## src/rtl/ring_ctrl.sv

```systemverilog
// Multi-channel alarm ringer with on/off cadence, request queueing and optional snooze (RING_SNOOZE_EN).
// One cycle from trig edge to loud; no backpressure, overlapping requests wait in pending.
module ring_ctrl #(
  parameter int NCH          = 2,
  parameter int CNT_W        = 8,
  parameter int DURATION     = 4,
  parameter int ON_TICKS     = 4,
  parameter int OFF_TICKS    = 0,
  parameter int SNOOZE_TICKS = 8,
  localparam int AW = (NCH > 1) ? $clog2(NCH) : 1
) (
  input  logic           cclk,
  input  logic           rst_n,
  input  logic           tick,
  input  logic [NCH-1:0] trig,
  input  logic           stop,
  input  logic           snooze,
  output logic           loud,
  output logic           busy,
  output logic [AW-1:0]  active_ch,
  output logic [NCH-1:0] pending
);

  typedef enum logic [1:0] {IDLE, ON, OFF, SNOOZE} state_t;

  localparam logic [CNT_W-1:0] DUR_LD = CNT_W'(DURATION);
  localparam logic [CNT_W-1:0] ON_LD  = CNT_W'(ON_TICKS);
  localparam logic [CNT_W-1:0] OFF_LD = CNT_W'(OFF_TICKS);
  localparam logic [CNT_W-1:0] ONE    = CNT_W'(1);

  state_t           state_q, state_d;
  logic [CNT_W-1:0] dur_q, dur_d, ph_q, ph_d;
  logic [AW-1:0]    ch_d;
  logic [NCH-1:0]   pend_d, trig_q, rise, others;
  logic             armed_q, loud_d, busy_d;

`ifdef RING_SNOOZE_EN
  localparam logic [CNT_W-1:0] SNZ_LD = CNT_W'(SNOOZE_TICKS);
`else
  logic [CNT_W:0] snz_unused;
  assign snz_unused = {snooze, CNT_W'(SNOOZE_TICKS)};
`endif

  function automatic logic [AW-1:0] lowest(input logic [NCH-1:0] v);
    lowest = '0;
    for (int i = NCH - 1; i >= 0; i--)
      if (v[i]) lowest = AW'(i);
  endfunction

  // armed_q blocks the first post-reset cycle so a level already high is not seen as an edge
  assign rise   = armed_q ? (trig & ~trig_q) : '0;
  assign others = rise & ~(NCH'(1) << active_ch);

  always_ff @(posedge cclk or negedge rst_n) begin
    if (!rst_n) begin
      state_q   <= IDLE;
      dur_q     <= '0;
      ph_q      <= '0;
      trig_q    <= '0;
      armed_q   <= 1'b0;
      loud      <= 1'b0;
      busy      <= 1'b0;
      active_ch <= '0;
      pending   <= '0;
    end else begin
      state_q   <= state_d;
      dur_q     <= dur_d;
      ph_q      <= ph_d;
      trig_q    <= trig;
      armed_q   <= 1'b1;
      loud      <= loud_d;
      busy      <= busy_d;
      active_ch <= ch_d;
      pending   <= pend_d;
    end
  end

  always_comb begin
    state_d = state_q;
    dur_d   = dur_q;
    ph_d    = ph_q;
    ch_d    = active_ch;
    pend_d  = pending;
    case (state_q)
      IDLE: begin
        if (|rise) begin
          state_d = ON;
          dur_d   = DUR_LD;
          ph_d    = ON_LD;
          ch_d    = lowest(rise);
          pend_d  = rise & ~(NCH'(1) << lowest(rise));
        end
      end
      ON, OFF: begin
        if (stop) begin
          state_d = IDLE;
          pend_d  = '0;
        end
`ifdef RING_SNOOZE_EN
        else if (snooze) begin
          state_d = SNOOZE;
          ph_d    = SNZ_LD;
          pend_d  = pending | others;
        end
`endif
        else begin
          pend_d = pending | others;
          if (rise[active_ch]) begin
            state_d = ON;
            dur_d   = DUR_LD;
            ph_d    = ON_LD;
          end else if (tick) begin
            dur_d = dur_q - ONE;
            ph_d  = ph_q - ONE;
            if (dur_q == ONE) begin
              // hand straight over to the next queued channel, no idle gap
              if (|pend_d) begin
                state_d = ON;
                dur_d   = DUR_LD;
                ph_d    = ON_LD;
                ch_d    = lowest(pend_d);
                pend_d  = pend_d & ~(NCH'(1) << lowest(pend_d));
              end else begin
                state_d = IDLE;
              end
            end else if (ph_q == ONE) begin
              if (state_q == ON && OFF_TICKS != 0) begin
                state_d = OFF;
                ph_d    = OFF_LD;
              end else begin
                state_d = ON;
                ph_d    = ON_LD;
              end
            end
          end
        end
      end
`ifdef RING_SNOOZE_EN
      SNOOZE: begin
        if (stop) begin
          state_d = IDLE;
          pend_d  = '0;
        end else begin
          pend_d = pending | others;
          if (tick) begin
            ph_d = ph_q - ONE;
            if (ph_q == ONE) begin
              state_d = ON;
              dur_d   = DUR_LD;
              ph_d    = ON_LD;
            end
          end
        end
      end
`endif
      default: state_d = IDLE;
    endcase
  end

  always_comb begin
    loud_d = (state_d == ON);
    busy_d = (state_d != IDLE);
  end

endmodule

```

## config.mk

```make
export PLATFORM = sky130hd
export DESIGN_NAME = ring_ctrl
export DESIGN_NICKNAME = d
export VERILOG_FILES = /design/src/rtl/ring_ctrl.sv
export SDC_FILE = /design/constraint.sdc
export NUM_CORES = 1
export LEC_CHECK = 0
export BUFFER_PORTS_ARGS = -buffer_cell sky130_fd_sc_hd__buf_2
export CAP_MARGIN = 30
export CORE_MARGIN = 2
export CORE_UTILIZATION = 47
export DETAILED_ROUTE_END_ITERATION = 10
export PLACE_DENSITY = 0.72
export SLEW_MARGIN = 20
export SYNTH_ARGS = -nofsm -noshare
export SYNTH_HDL_FRONTEND = slang
export SYNTH_SLANG_ARGS = --single-unit
```

## constraint.sdc

```tcl
create_clock -name cclk -period 5.1 [get_ports cclk]
set_clock_uncertainty 0.05 [all_clocks]
set_input_delay 0.255 -clock cclk [delete_from_list [all_inputs] [get_ports cclk]]
set_output_delay 0.255 -clock cclk [all_outputs]
set_load 0.02 [all_outputs]
```

# After elaboration in Yosys (flattened, before gate mapping)
# Cells that the tools add are included.
dict set report totals {
  ff_bits 26
  inputBits 7
  out_inout_bits 5
  elab_cells 90
}
dict set report classes {
  add_sub_neg 2
  order_cmp 1
  eq_ne 12
  shifts 3
  muxes 45
  bitwise_logic 9
  n_reduce_logical 9
}
# op n
set ops {}
lappend ops {{$mux 8} 12}
lappend ops {{$pmux 8 s2} 2}
lappend ops {{$mux 2} 13}
lappend ops {{$eq 8x1->1 const B} 2}
lappend ops {{$sub 8x1->8 const B} 2}
lappend ops {{$mux 1} 15}
lappend ops {{$ne 2x2->1 const B} 6}
lappend ops {{$and 2x2->2} 4}
lappend ops {{$not 2->2} 4}
lappend ops {{$pmux 2 s2} 2}
lappend ops {{$reduce_and 7->1} 1}
lappend ops {{$reduce_or 2->1} 3}
lappend ops {{$shl 1x1->2 const A} 3}
lappend ops {{$eq 2x1->1 const B} 2}
lappend ops {{$reduce_and 4->1} 1}
lappend ops {{$reduce_bool 2->1} 2}
lappend ops {{$ne 3x3->1 const B} 1}
lappend ops {{$eq 2x2->1 const B} 1}
lappend ops {{$logic_not 2->1} 1}
lappend ops {{$lt 1x2->1 const B} 1}
lappend ops {{$or 2x2->2} 1}
lappend ops {{$pmux 1 s2} 1}
lappend ops {{$reduce_and 2->1} 1}

# Depth between registers and ports, before layout
dict set report logic_depth {
  depth_word 22
  ltp_mapped 9
}

# Worst setup path before layout
# OpenSTA, ideal clock, no wires.
dict set report synth_path {
  path_type {register -> register}
  from {register state_q[0]}
  to {register ph_q[0]}
  setup_ns 0.065
  arrival_ns 2.085
  setup_slack_ns 2.900
  path_stages_with_launch 10
  period_less_slack_ns 2.200
  cell_sequence {dfrtp_1 > inv_1 > ha_1 > clkbuf_1 > nor2b_1 > a311o_1 > a21o_1 > buf_2 > nor3_4 > mux2_2}
}
dict set report synth_between {
  elab_chain_len 4
  elab_cells_between_ends 10
  cone_classes {eq/ne: 5; mux: 1; reduce/logical: 4}
}
# element line_no
set synth_lines {}
lappend synth_lines {{from (decl)} 31} ;# state_t state_q, state_d;
lappend synth_lines {{from (signal assigned)} 66} ;# state_q <= state_d;
lappend synth_lines {{$eq 2x1->1 or $eq 2x2->1 (tied branches)} 84} ;# case (state_q)
lappend synth_lines {{$reduce_or 2->1} 84}
lappend synth_lines {{$ne 3x3->1 (no line) (tied with other cells)} n/a}
lappend synth_lines {{$reduce_and 4->1 (no line)} n/a}
lappend synth_lines {{to (signal assigned)} 68} ;# ph_q <= ph_d;
lappend synth_lines {{to (decl)} 32} ;# logic [CNT_W-1:0] dur_q, dur_d, ph_q, ph_d;
# Several ways; a longest one is shown, not always the timed one.
# A chain may end at the register's enable or synchronous reset.

# Final worst setup path
# Same ends and word-level chain as after synthesis.

==> impl_metrics.sql <==
INSERT INTO impl_metrics (metric_group, metric, value, unit) VALUES
('synthesis', 'synth_cell_type_count', '58', ''),
('setup_path', 'timing.critical_path.arrival', '2.62', 'ns'),
('synthesis', 'synth_top_flop_cell', 'sky130_fd_sc_hd__dfrtp_1', ''),
('drt', 'drt-vias-per-instance', '5.93', ''),
('clocking', 'cts_clk_pin_slew_worst_paths', '0.14', 'ns'),
('synthesis', 'synth.top_cell.area_share', '39.9', '%'),
('setup_path', 'worst_setup_path_start_kind', 'register', ''),
('clocking', 'clock_tree.buffer_depth', '2', ''),
('synthesis', 'synthesis.area_per_instance', '9.60', 'um^2'),
('die', 'design.core.area', '3340', 'um^2'),
('clocking', 'cts-htree-levels', '1', ''),
('grt', 'antenna_found_initial', '0', ''),
('grt', 'wire_length_of_the_first_global_routing_pass', '6260', 'um'),
('timing', 'finalHoldViolations', '0', ''),
('clocking', 'cts-buffers-inserted', '3', ''),
('cells_and_area', 'layout.nets', '195', ''),
('place', 'place.gp.congestion', '0.845', ''),
('timing', 'final_sum_of_negative_setup_slack', '0', 'ns'),
('timing', 'final_max_slew_viol_count', '0', ''),
('setup_path', 'critPathLaunch', 'state_q[0]', ''),
('flow_run', 'timing.max_cap.violations', '0', ''),
('drt', 'route.antenna.remaining_nets', '0', ''),
('place', 'hpwl', '2550', 'um'),
('drt', 'total_number_of_vias', '1340', ''),
('clocking', 'tritoncts_num_sinks', '26', ''),
('setup_path', 'worstReg2RegStart', 'state_q[0]', ''),
('drt', 'routed_wl', '3400', 'um'),
('drt', 'drt-pass1-iter-count', '4', ''),
('cells_and_area', 'non_filler_instance_count_after_layout', '226', ''),
('place', 'placed_cell_area', '1720', 'um^2'),
('drt', 'route.detailed.drc', '0', ''),
('timing', 'grt_setup_unrepaired', 'no', ''),
('grt', 'via_count_of_the_first_global_routing_pass', '1358', ''),
('place', 'port-buffer-count', '10', ''),
('power_and_ir_drop', 'cellLeakagePower', '0.732', 'nW'),
('cells_and_area', 'layout.cell_area.non_filler', '1760', 'um^2'),
('synthesis', 'synth_fp_nets', '183', ''),
('power_and_ir_drop', 'power_density', '422', 'nW/um^2'),
('synthesis', 'async_reset_ff_share', '100', '%'),
('cells_and_area', 'layout-drive-gt1-share', '15.0', '%'),
('timing', 'headroom_to_the_max_slew_limit', '60.7', '%'),
('setup_path', 'worst_setup_path_end_kind', 'register', ''),
('die', 'die_x', '62.9', 'um'),
('drt', 'wire_per_inst', '15.0', 'um'),
('synthesis', 'number_of_enable_type_register_cells_in_the_synthesized_netlist', '0', ''),
('timing', 'number_of_setup_violations_in_the_final_report', '0', ''),
('setup_path', 'rr_worst_depth', '7', ''),
('synthesis', 'synth-warning-count', '0', ''),
('die', 'design.die.area', '3960', 'um^2'),
('synthesis', 'synthCells', '170', ''),
('setup_path', 'timing.critical_path.required', '5.33', 'ns'),
('synthesis', 'syn_area', '1630', 'um^2'),
('grt', 'grt-ovfl-total', '0', ''),
('min_path', 'worst_hold_path_type', 'input pin to register', ''),
('power_and_ir_drop', 'fin_total_pwr', '0.742', 'mW'),
('setup_path', 'critical_path.max_fanout', '10', ''),
('timing', 'period_minus_slack', '2.40', 'ns'),
('timing', 'worst_hold_slack', '0.0124', 'ns'),
('die', 'fp.dieH', '62.9', 'um'),
('cells_and_area', 'n_antenna_cell', '0', ''),
('cells_and_area', 'area_growth_syn_to_layout', '7.90', '%'),
('synthesis', 'post_synth_main_area_contributors', 'sky130_fd_sc_hd__dfrtp_1 40%, sky130_fd_sc_hd__ha_1 4.6%, sky130_fd_sc_hd__nor2_1 3.7%, sky130_fd_sc_hd__o21ai_0 2.8%, sky130_fd_sc_hd__inv_1 2.5%', ''),
('grt', 'largest_net_degree_at_the_start_of_global_routing', '27', ''),
('grt', 'track_usage', '19.6', '%'),
('cells_and_area', 'filler_cell_count', '325', ''),
('synthesis', 'synth.yosys.seq_area_share', '39.9', '%'),
('place', 'place_inst', '221', ''),
('min_path', 'depth_of_the_worst_hold_timing_path', '1', ''),
('timing', 'worst_slew_pin_tran', '0.589', 'ns'),
('die', 'starting_density', '48.9', '%'),
('run_status', 'run_status', 'finished, final reports clean', '');
[power by group]
group / total, mW / internal [mW] / leakage [nW] / switching [mW]
clock network: 0.0900 / 0.0277 / 0.0138 / 0.0623
registers: 0.297 / 0.248 / 0.341 / 0.0490
logic: 0.356 / 0.142 / 0.376 / 0.213
[cells in the mapped netlist, types with 2 or more instances]
master and n:
sky130_fd_sc_hd__buf_2 2, sky130_fd_sc_hd__a211o_1 2, sky130_fd_sc_hd__a32o_1 2, sky130_fd_sc_hd__dfrtp_1 26, sky130_fd_sc_hd__nand2_1 11, sky130_fd_sc_hd__a22o_1 3
sky130_fd_sc_hd__nor2b_1 3, sky130_fd_sc_hd__ha_1 6, sky130_fd_sc_hd__inv_1 11, sky130_fd_sc_hd__o21ai_0 9, sky130_fd_sc_hd__and2_1 2, sky130_fd_sc_hd__xnor2_1 2
sky130_fd_sc_hd__clkbuf_1 3, sky130_fd_sc_hd__or2_2 2, sky130_fd_sc_hd__a21oi_1 7, sky130_fd_sc_hd__nor3_1 6, sky130_fd_sc_hd__nor2_1 16, sky130_fd_sc_hd__o41ai_1 2
sky130_fd_sc_hd__o31ai_1 5, sky130_fd_sc_hd__nor4_1 2, sky130_fd_sc_hd__a21o_1 2, sky130_fd_sc_hd__nand3_1 5, sky130_fd_sc_hd__a211oi_1 4, sky130_fd_sc_hd__nand2b_1 3
[final cells by class]
type                       instances  area, um^2  area share (%)
clock buffer                       3        22.5            1.28
inverter                          11        41.3            2.35
multi-input combinational        128         918            52.2
sequential                        26         651            37.0
tap                               46        57.6            3.27
timing repair buffer              12        70.1            3.98
[logic make-up after synthesis]
logic type      synth area share [%]
compound gates                  25.5
mux                             1.38
simple gates                    23.5
other cells                    0.230
buf+inv                         3.83
xor+xnor                        1.07
flops                           39.9
fa+ha+maj                       4.60
[path summary, 6_finish.rpt]
path,slack [ns],to
hold / removal,0.01,trig_q[1]
min in group asynchronous,0.39,busy
hold reg to reg,0.46,dur_q[7]
setup reg to reg,2.70,ph_q[0]
setup / recovery,2.70,ph_q[0]
max in group asynchronous,4.22,dur_q[5]
[state kept, by name, summed over array words and instances (netlist names)]
| register | cells |
|---|---|
| dur_q | 8 |
| ph_q | 8 |
| pending | 2 |
| state_q | 2 |
| trig_q | 2 |
| active_ch | 1 |
| armed_q | 1 |
| busy | 1 |
| loud | 1 |
[metal layers]
layer	global-route usage, %	routed length (um)
met3	2.88	92
met4	8.06	45
met1	27.6	1630
met2	30.1	1620
met5	0	0
[placed cells by master, fill, tap and decap left out, drive strengths merged, types with 2 or more instances in the layout]
cell and count:
dfrtp 26, nor2 16, inv 11, nand2 11, buf 10, o21ai 10, a21oi 8, nor3 7
ha 6, nand3 6, o31ai 5, a211oi 4, nor2b 3, nand2b 3, a22o 3, clkbuf 3
nor4 3, o41ai 3, and2 2, a21o 2, or2 2, a211o 2, a32o 2, xnor2 2
dlygate4sd3 2, o21bai 2, mux2 2, or4 2
[critical path: stages (launching register included)]
cell                      delay, ns
sky130_fd_sc_hd__dfrtp_1       0.42
sky130_fd_sc_hd__inv_1         0.07
sky130_fd_sc_hd__ha_1          0.40
sky130_fd_sc_hd__nor2b_1       0.17
sky130_fd_sc_hd__a311o_1       0.41
sky130_fd_sc_hd__a21o_1        0.31
sky130_fd_sc_hd__nor3_4        0.31
sky130_fd_sc_hd__mux2_2        0.20
[repair_timing]
item                                   in CTS  in global routing
buffers inserted                            0                  0
endpoints found under the hold margin      26                  1
setup endpoints to repair                   0                  0
hold buffers                                1                  1
[per-stage QoR]
stage          setup WS (ns)  utilization (%)
4_1_cts                 2.70             52.5
6_report                2.70             52.8
5_1_grt                 2.49             52.8
2_1_floorplan           2.90                -
3_3_place_gp            2.77             51.5
3_5_place_dp            2.74             51.5
No activity file was read; power rests on OpenSTA's default activity.
